==> src/rtl/tiny16_mem_pkg.sv <==
// Shared definitions for the tiny16 memory subsystem (memory + arbiter).
// Latency: n/a (types and constants only).
// Backpressure: n/a.
package tiny16_mem_pkg;

    localparam int ADDR_WIDTH_DEF = 16;
    localparam int DATA_WIDTH_DEF = 16;

    // Requester index width; wide enough for up to 4 requesters.
    localparam int REQ_IDX_W = 2;

    typedef enum logic [1:0] {
        IDLE   = 2'd0,
        ACCESS = 2'd1,
        RDATA  = 2'd2
    } arb_state_t;

endpackage

==> src/rtl/rr_select.sv <==
// Combinational round-robin picker: first set req bit at or after ptr, wrapping.
// Latency: zero cycles (pure combinational).
// Backpressure: none; caller decides when the pick is consumed.
// Ports: req (request vector), ptr (search start), winner (index), any_req.
module rr_select
    import tiny16_mem_pkg::*;
#(
    parameter int NUM_REQ = 3
) (
    input  logic [NUM_REQ-1:0]   req,
    input  logic [REQ_IDX_W-1:0] ptr,
    output logic [REQ_IDX_W-1:0] winner,
    output logic                 any_req
);

    logic found;
    int   idx;

    always_comb begin
        winner = '0;
        found  = 1'b0;
        idx    = 0;
        for (int k = 0; k < NUM_REQ; k++) begin
            idx = (int'(ptr) + k) % NUM_REQ;
            if (!found && req[idx]) begin
                winner = REQ_IDX_W'(idx);
                found  = 1'b1;
            end
        end
    end

    assign any_req = |req;

endmodule

==> src/rtl/mem_arbiter.sv <==
// Round-robin arbiter sharing one tiny16 memory among NUM_REQ requesters, one transaction at a time.
// Latency: gnt 1 cycle after req is sampled in IDLE; read rvalid 2 cycles after sampling.
// Backpressure: requesters hold req/we/addr/wdata until gnt; req is sampled only while IDLE.
// Ports: clk, rst (async active-low); req/we/addr/wdata in, gnt/rvalid/rdata/busy out;
//        mem_in_* drives the memory write port, mem_out_* the read port (data returns next cycle).
module mem_arbiter
    import tiny16_mem_pkg::*;
#(
    parameter int NUM_REQ    = 3,
    parameter int ADDR_WIDTH = ADDR_WIDTH_DEF,
    parameter int DATA_WIDTH = DATA_WIDTH_DEF
) (
    input  logic                          clk,
    input  logic                          rst,
    input  logic [NUM_REQ-1:0]            req,
    input  logic [NUM_REQ-1:0]            we,
    input  logic [NUM_REQ*ADDR_WIDTH-1:0] addr,
    input  logic [NUM_REQ*DATA_WIDTH-1:0] wdata,
    output logic [NUM_REQ-1:0]            gnt,
    output logic [NUM_REQ-1:0]            rvalid,
    output logic [DATA_WIDTH-1:0]         rdata,
    output logic                          busy,
    output logic                          mem_in_en,
    output logic [ADDR_WIDTH-1:0]         mem_in_addr,
    output logic [DATA_WIDTH-1:0]         mem_in_data,
    output logic                          mem_out_en,
    output logic [ADDR_WIDTH-1:0]         mem_out_addr,
    input  logic [DATA_WIDTH-1:0]         mem_out_data
);

    arb_state_t             state_q, state_d;
    logic [REQ_IDX_W-1:0]   ptr_q;
    logic [REQ_IDX_W-1:0]   win_q;
    logic                   we_q;
    logic [ADDR_WIDTH-1:0]  addr_q;
    logic [DATA_WIDTH-1:0]  wdata_q;

    logic [REQ_IDX_W-1:0]   sel;
    logic                   any_req;

    rr_select #(
        .NUM_REQ (NUM_REQ)
    ) u_rr_select (
        .req     (req),
        .ptr     (ptr_q),
        .winner  (sel),
        .any_req (any_req)
    );

    // All request fields are captured at the IDLE sampling edge, so later
    // changes on the requester side (including dropping req) cannot affect
    // a transaction already in flight.
    always_ff @(posedge clk or negedge rst) begin
        if (!rst) begin
            state_q <= IDLE;
            ptr_q   <= '0;
            win_q   <= '0;
            we_q    <= 1'b0;
            addr_q  <= '0;
            wdata_q <= '0;
        end else begin
            state_q <= state_d;
            if (state_q == IDLE && any_req) begin
                win_q   <= sel;
                we_q    <= we[sel];
                addr_q  <= addr[sel*ADDR_WIDTH +: ADDR_WIDTH];
                wdata_q <= wdata[sel*DATA_WIDTH +: DATA_WIDTH];
                ptr_q   <= (sel == REQ_IDX_W'(NUM_REQ - 1)) ? '0 : sel + 1'b1;
            end
        end
    end

    // Outputs decode only from state and latched fields, so there is no
    // combinational path from req to gnt or to the memory ports.
    always_comb begin
        state_d      = state_q;
        gnt          = '0;
        rvalid       = '0;
        rdata        = '0;
        busy         = 1'b0;
        mem_in_en    = 1'b0;
        mem_in_addr  = '0;
        mem_in_data  = '0;
        mem_out_en   = 1'b0;
        mem_out_addr = '0;
        case (state_q)
            IDLE: begin
                if (any_req) begin
                    state_d = ACCESS;
                end
            end
            ACCESS: begin
                busy = 1'b1;
                gnt  = NUM_REQ'(1) << win_q;
                if (we_q) begin
                    mem_in_en   = 1'b1;
                    mem_in_addr = addr_q;
                    mem_in_data = wdata_q;
                    state_d     = IDLE;
                end else begin
                    mem_out_en   = 1'b1;
                    mem_out_addr = addr_q;
                    state_d      = RDATA;
                end
            end
            RDATA: begin
                busy    = 1'b1;
                rvalid  = NUM_REQ'(1) << win_q;
                rdata   = mem_out_data;
                state_d = IDLE;
            end
            default: begin
                state_d = IDLE;
            end
        endcase
    end

endmodule
==> config.mk <==
export PLATFORM = sky130hd
export DESIGN_NAME = mem_arbiter
export DESIGN_NICKNAME = d
export VERILOG_FILES = /design/src/rtl/tiny16_mem_pkg.sv /design/src/rtl/rr_select.sv /design/src/rtl/mem_arbiter.sv
export SDC_FILE = /design/constraint.sdc
export NUM_CORES = 1
export LEC_CHECK = 0
export CORE_AREA = 5 5 108 85
export DETAILED_ROUTE_END_ITERATION = 8
export DIE_AREA = 0 0 113 90
export PLACE_DENSITY = 0.83
export SYNTH_ARGS = -nofsm -noshare
export SYNTH_HDL_FRONTEND = slang
export SYNTH_SLANG_ARGS = --single-unit
==> constraint.sdc <==
create_clock -name clk -period 2.5 [get_ports clk]
set_input_delay 0.25 -clock clk [delete_from_list [all_inputs] [get_ports clk]]
set_output_delay 0.25 -clock clk [all_outputs]
set_load 0.02 [all_outputs]
==> results.ini <==
[final_layout]
multi_input_area_um2 = 1679
fin_area_um2 = 5019
fin_nets = 615
n_antenna_cell = 0
syn_to_final_growth_pct = 79.54
register_area_um2 = 975.9
fin_cells = 597
drive_gt1_share_pct = 6.748
fillers = 692

[clock_tree]
cts-root-buf = clkbuf_8
cts_hold_buf = 0
clkLatencyLatePin_ps = 290
cts_tree = yes
ctsLongestPathBuffers = 2
cts_made_buffers = 5
path_clk_slew_ps = 80
cts.htree.levels = 2
cts_sinks = 39

[worst_setup_path]
cp.arrival_ps = 2120
crit_path_cell_trace = inv_1 -> ha_1 -> nor2b_1 -> buf_4 -> and2_1 -> clkdlybuf4s50_1
critPathKind = register to output port
worst-path-max-fanout = 12
crit_path_end_kind = output port
rrSetupSlack_ps = 140
critPathLaunchType = register
slowest_stage = clkdlybuf4s50_1
slowest_delay_ps = 620
crit_required_ps = 2250

[logic_synthesis]
syn_area_um2 = 2795
ys_seq_elements = 39
avgSynthCellArea_um2 = 9.380
synth_compound_area_share_pct = 20.46
synth_top_cell_by_area = dfrtp_1
synthTopCellsByArea = dfrtp_1 (35%), mux2i_1 (12%), a22oi_1 (8.9%)
synth-edff-count = 0
synth_top_cell_area_share_pct = 34.91
synth_most_common_cell = dfrtp_1
muxShareOfSynthArea_pct = 12.58
yosys_most_used_dff = dfrtp_1
synth-adder-area-share_pct = 3.133
synthTopCellsByCount = dfrtp_1 (39), and2_1 (37), mux2i_1 (34)
syn-num-nets = 425
async_reset_ff_share_pct = 100.0
synth-xor-area-share_pct = 0
syn_inst = 298
yosys_warnings = 0
synth_top_family_by_area = simple AND/OR/NAND/NOR gates
yosysUniqueCellTypes = 41
yosysSeqAreaShare_pct = 34.91
synth_simple_gate_area_share_pct = 22.52

[placed_design]
portBuffers = 192
placed_cell_area_um2 = 4850
place.gp.congestion = 0.8695
hpwl_um = 8181
placedCellCount = 588

[drt]
num_vias = 3096
drc = 0
drtAntennaViolNets = 0
drt-total-wl_um = 10400
viasPerCell = 5.186
initialDrtViolationCount = 133
first_pass_iters = 4
wire_per_inst_um = 17.43

[die]
dieArea_um2 = 10170
die_h_um = 90
core_region_area_um2 = 8092
rows = 29
start_util_pct = 34.54
die_w_um = 113
num_io_pins = 193

[hold_path]
hold_path_class = input pin to asynchronous set/reset pin

[job]
drv_cap = 0

[timing]
fin_hold_ws_ps = 85.50
setup_tns_ps = 0
fin_skew_ps = 11.11
setup_viol = 0
post-route-period-util_pct = 94.65
clock.fmax_ghz = 0.4226
fin_crit_ps = 2366
worstMarginPinSlew_ps = 908.6
rsz0062_at_grt = false
maxSlewViolCount = 0
maxSlewHeadroom_pct = 39.42
hold_viol_final = 0

[global_routing]
grt_overflow = 0
track_usage_pct = 19.83
grt_pass1_wl_um = 16510
grt_pass1_vias = 3287
grt_max_degree = 40
antenna_found_initial = 0

[pwr]
leakagePower_uw = 0.002178
finalPower_uw = 5635
ir_drop_mv = 0.6430
powerDensity_nw_per_um2 = 1123

[status]
outcome = finished clean

==> power breakdown <==
| group | total (µW) | internal (µW) | switching (µW) |
|---|---|---|---|
| registers | 1150 | 952 | 194 |
| logic | 3950 | 1930 | 2030 |
| clock network | 537 | 301 | 236 |
| total | 5640 | 3180 | 2460 |
==> critical path: cells and delay by family, from the launching register on <==
kind / cells / cell delay, ps
buf+inv: 3 / 930
flops: 1 / 390
simple gates: 2 / 320
fa+ha+maj: 1 / 190
==> timing repair <==
item                       4_1_cts  5_1_grt
hold endpoints to repair         0        0
setup buffers                    0        1
setup endpoints to repair        4       37
gates resized for setup          1        9
==> metal layers <==
metal	wire length, µm	GRT usage, %
met1	4263	23.67
met2	5072	34.76
met3	942	6.040
met4	125	4.705
met5	0	0
==> kinds of logic (layout without fill, tap and decap cells) <==
kind of cell / count (synthesis) / after routing
AOI/OAI and AO/OA: 85 / 85
and+or+nand+nor: 101 / 101
muxes: 35 / 35
adders and majority gates: 7 / 7
DFF: 39 / 39
buffers and inverters: 31 / 222
==> through the flow <==
step                setup slack (ps)  util, %
finish                         133.6    62.02
global route                   2.125    62.02
CTS                            20.27    61.39
detailed placement             23.70    59.94
global placement               111.9    59.94
floorplan                      201.3        -
==> cell type report <==
class,count,area share [%]
inverter,7,0.5236
sequential,39,19.45
clock buffer,5,1.371
timing repair buffer,207,41.59
tap,108,2.693
clock inverter,3,0.9225
multi-input combinational,228,33.46
==> sequential cells by signal, summed over array words and instances, names as in the netlist <==
signal	flops
state_q	2
wdata_q	16
ptr_q	2
win_q	2
addr_q	16
we_q	1
==> path summary, 6_finish.rpt <==
path                       cells past startpoint                     end                    from
min in group clk                               2  wdata_q[9]$_DFFE_PN0P_  wdata_q[9]$_DFFE_PN0P_
max reg2reg                                    9        we_q$_DFFE_PN0P_    ptr_q[0]$_DFFE_PN0P_
max in group asynchronous                      1   addr_q[6]$_DFFE_PN0P_                     rst
min                                            1   addr_q[4]$_DFFE_PN0P_                     rst
max                                            6         mem_out_addr[6]  state_q[1]$_DFFE_PN0P_
min reg2reg                                    2  wdata_q[9]$_DFFE_PN0P_  wdata_q[9]$_DFFE_PN0P_
==> layout by cell type, fill, tap and decap left out, types with 3 or more instances in the layout <==
cell type,Yosys,final
and3_1,32,32
o21ai_0,15,15
dfrtp_1,39,39
dlymetal6s2s_1,0,3
nor3b_1,3,3
mux2i_1,34,34
nor2b_1,6,6
and2_1,37,37
a22oi_1,33,33
nand2_1,6,6
o211ai_1,3,3
buf_12,0,4
inv_1,7,7
o21ai_1,22,22
and3b_1,4,4
buf_4,1,11
ha_1,7,4
clkdlybuf4s50_1,0,188
clkbuf_8,0,5
No activity file was read; power rests on OpenSTA's default activity.
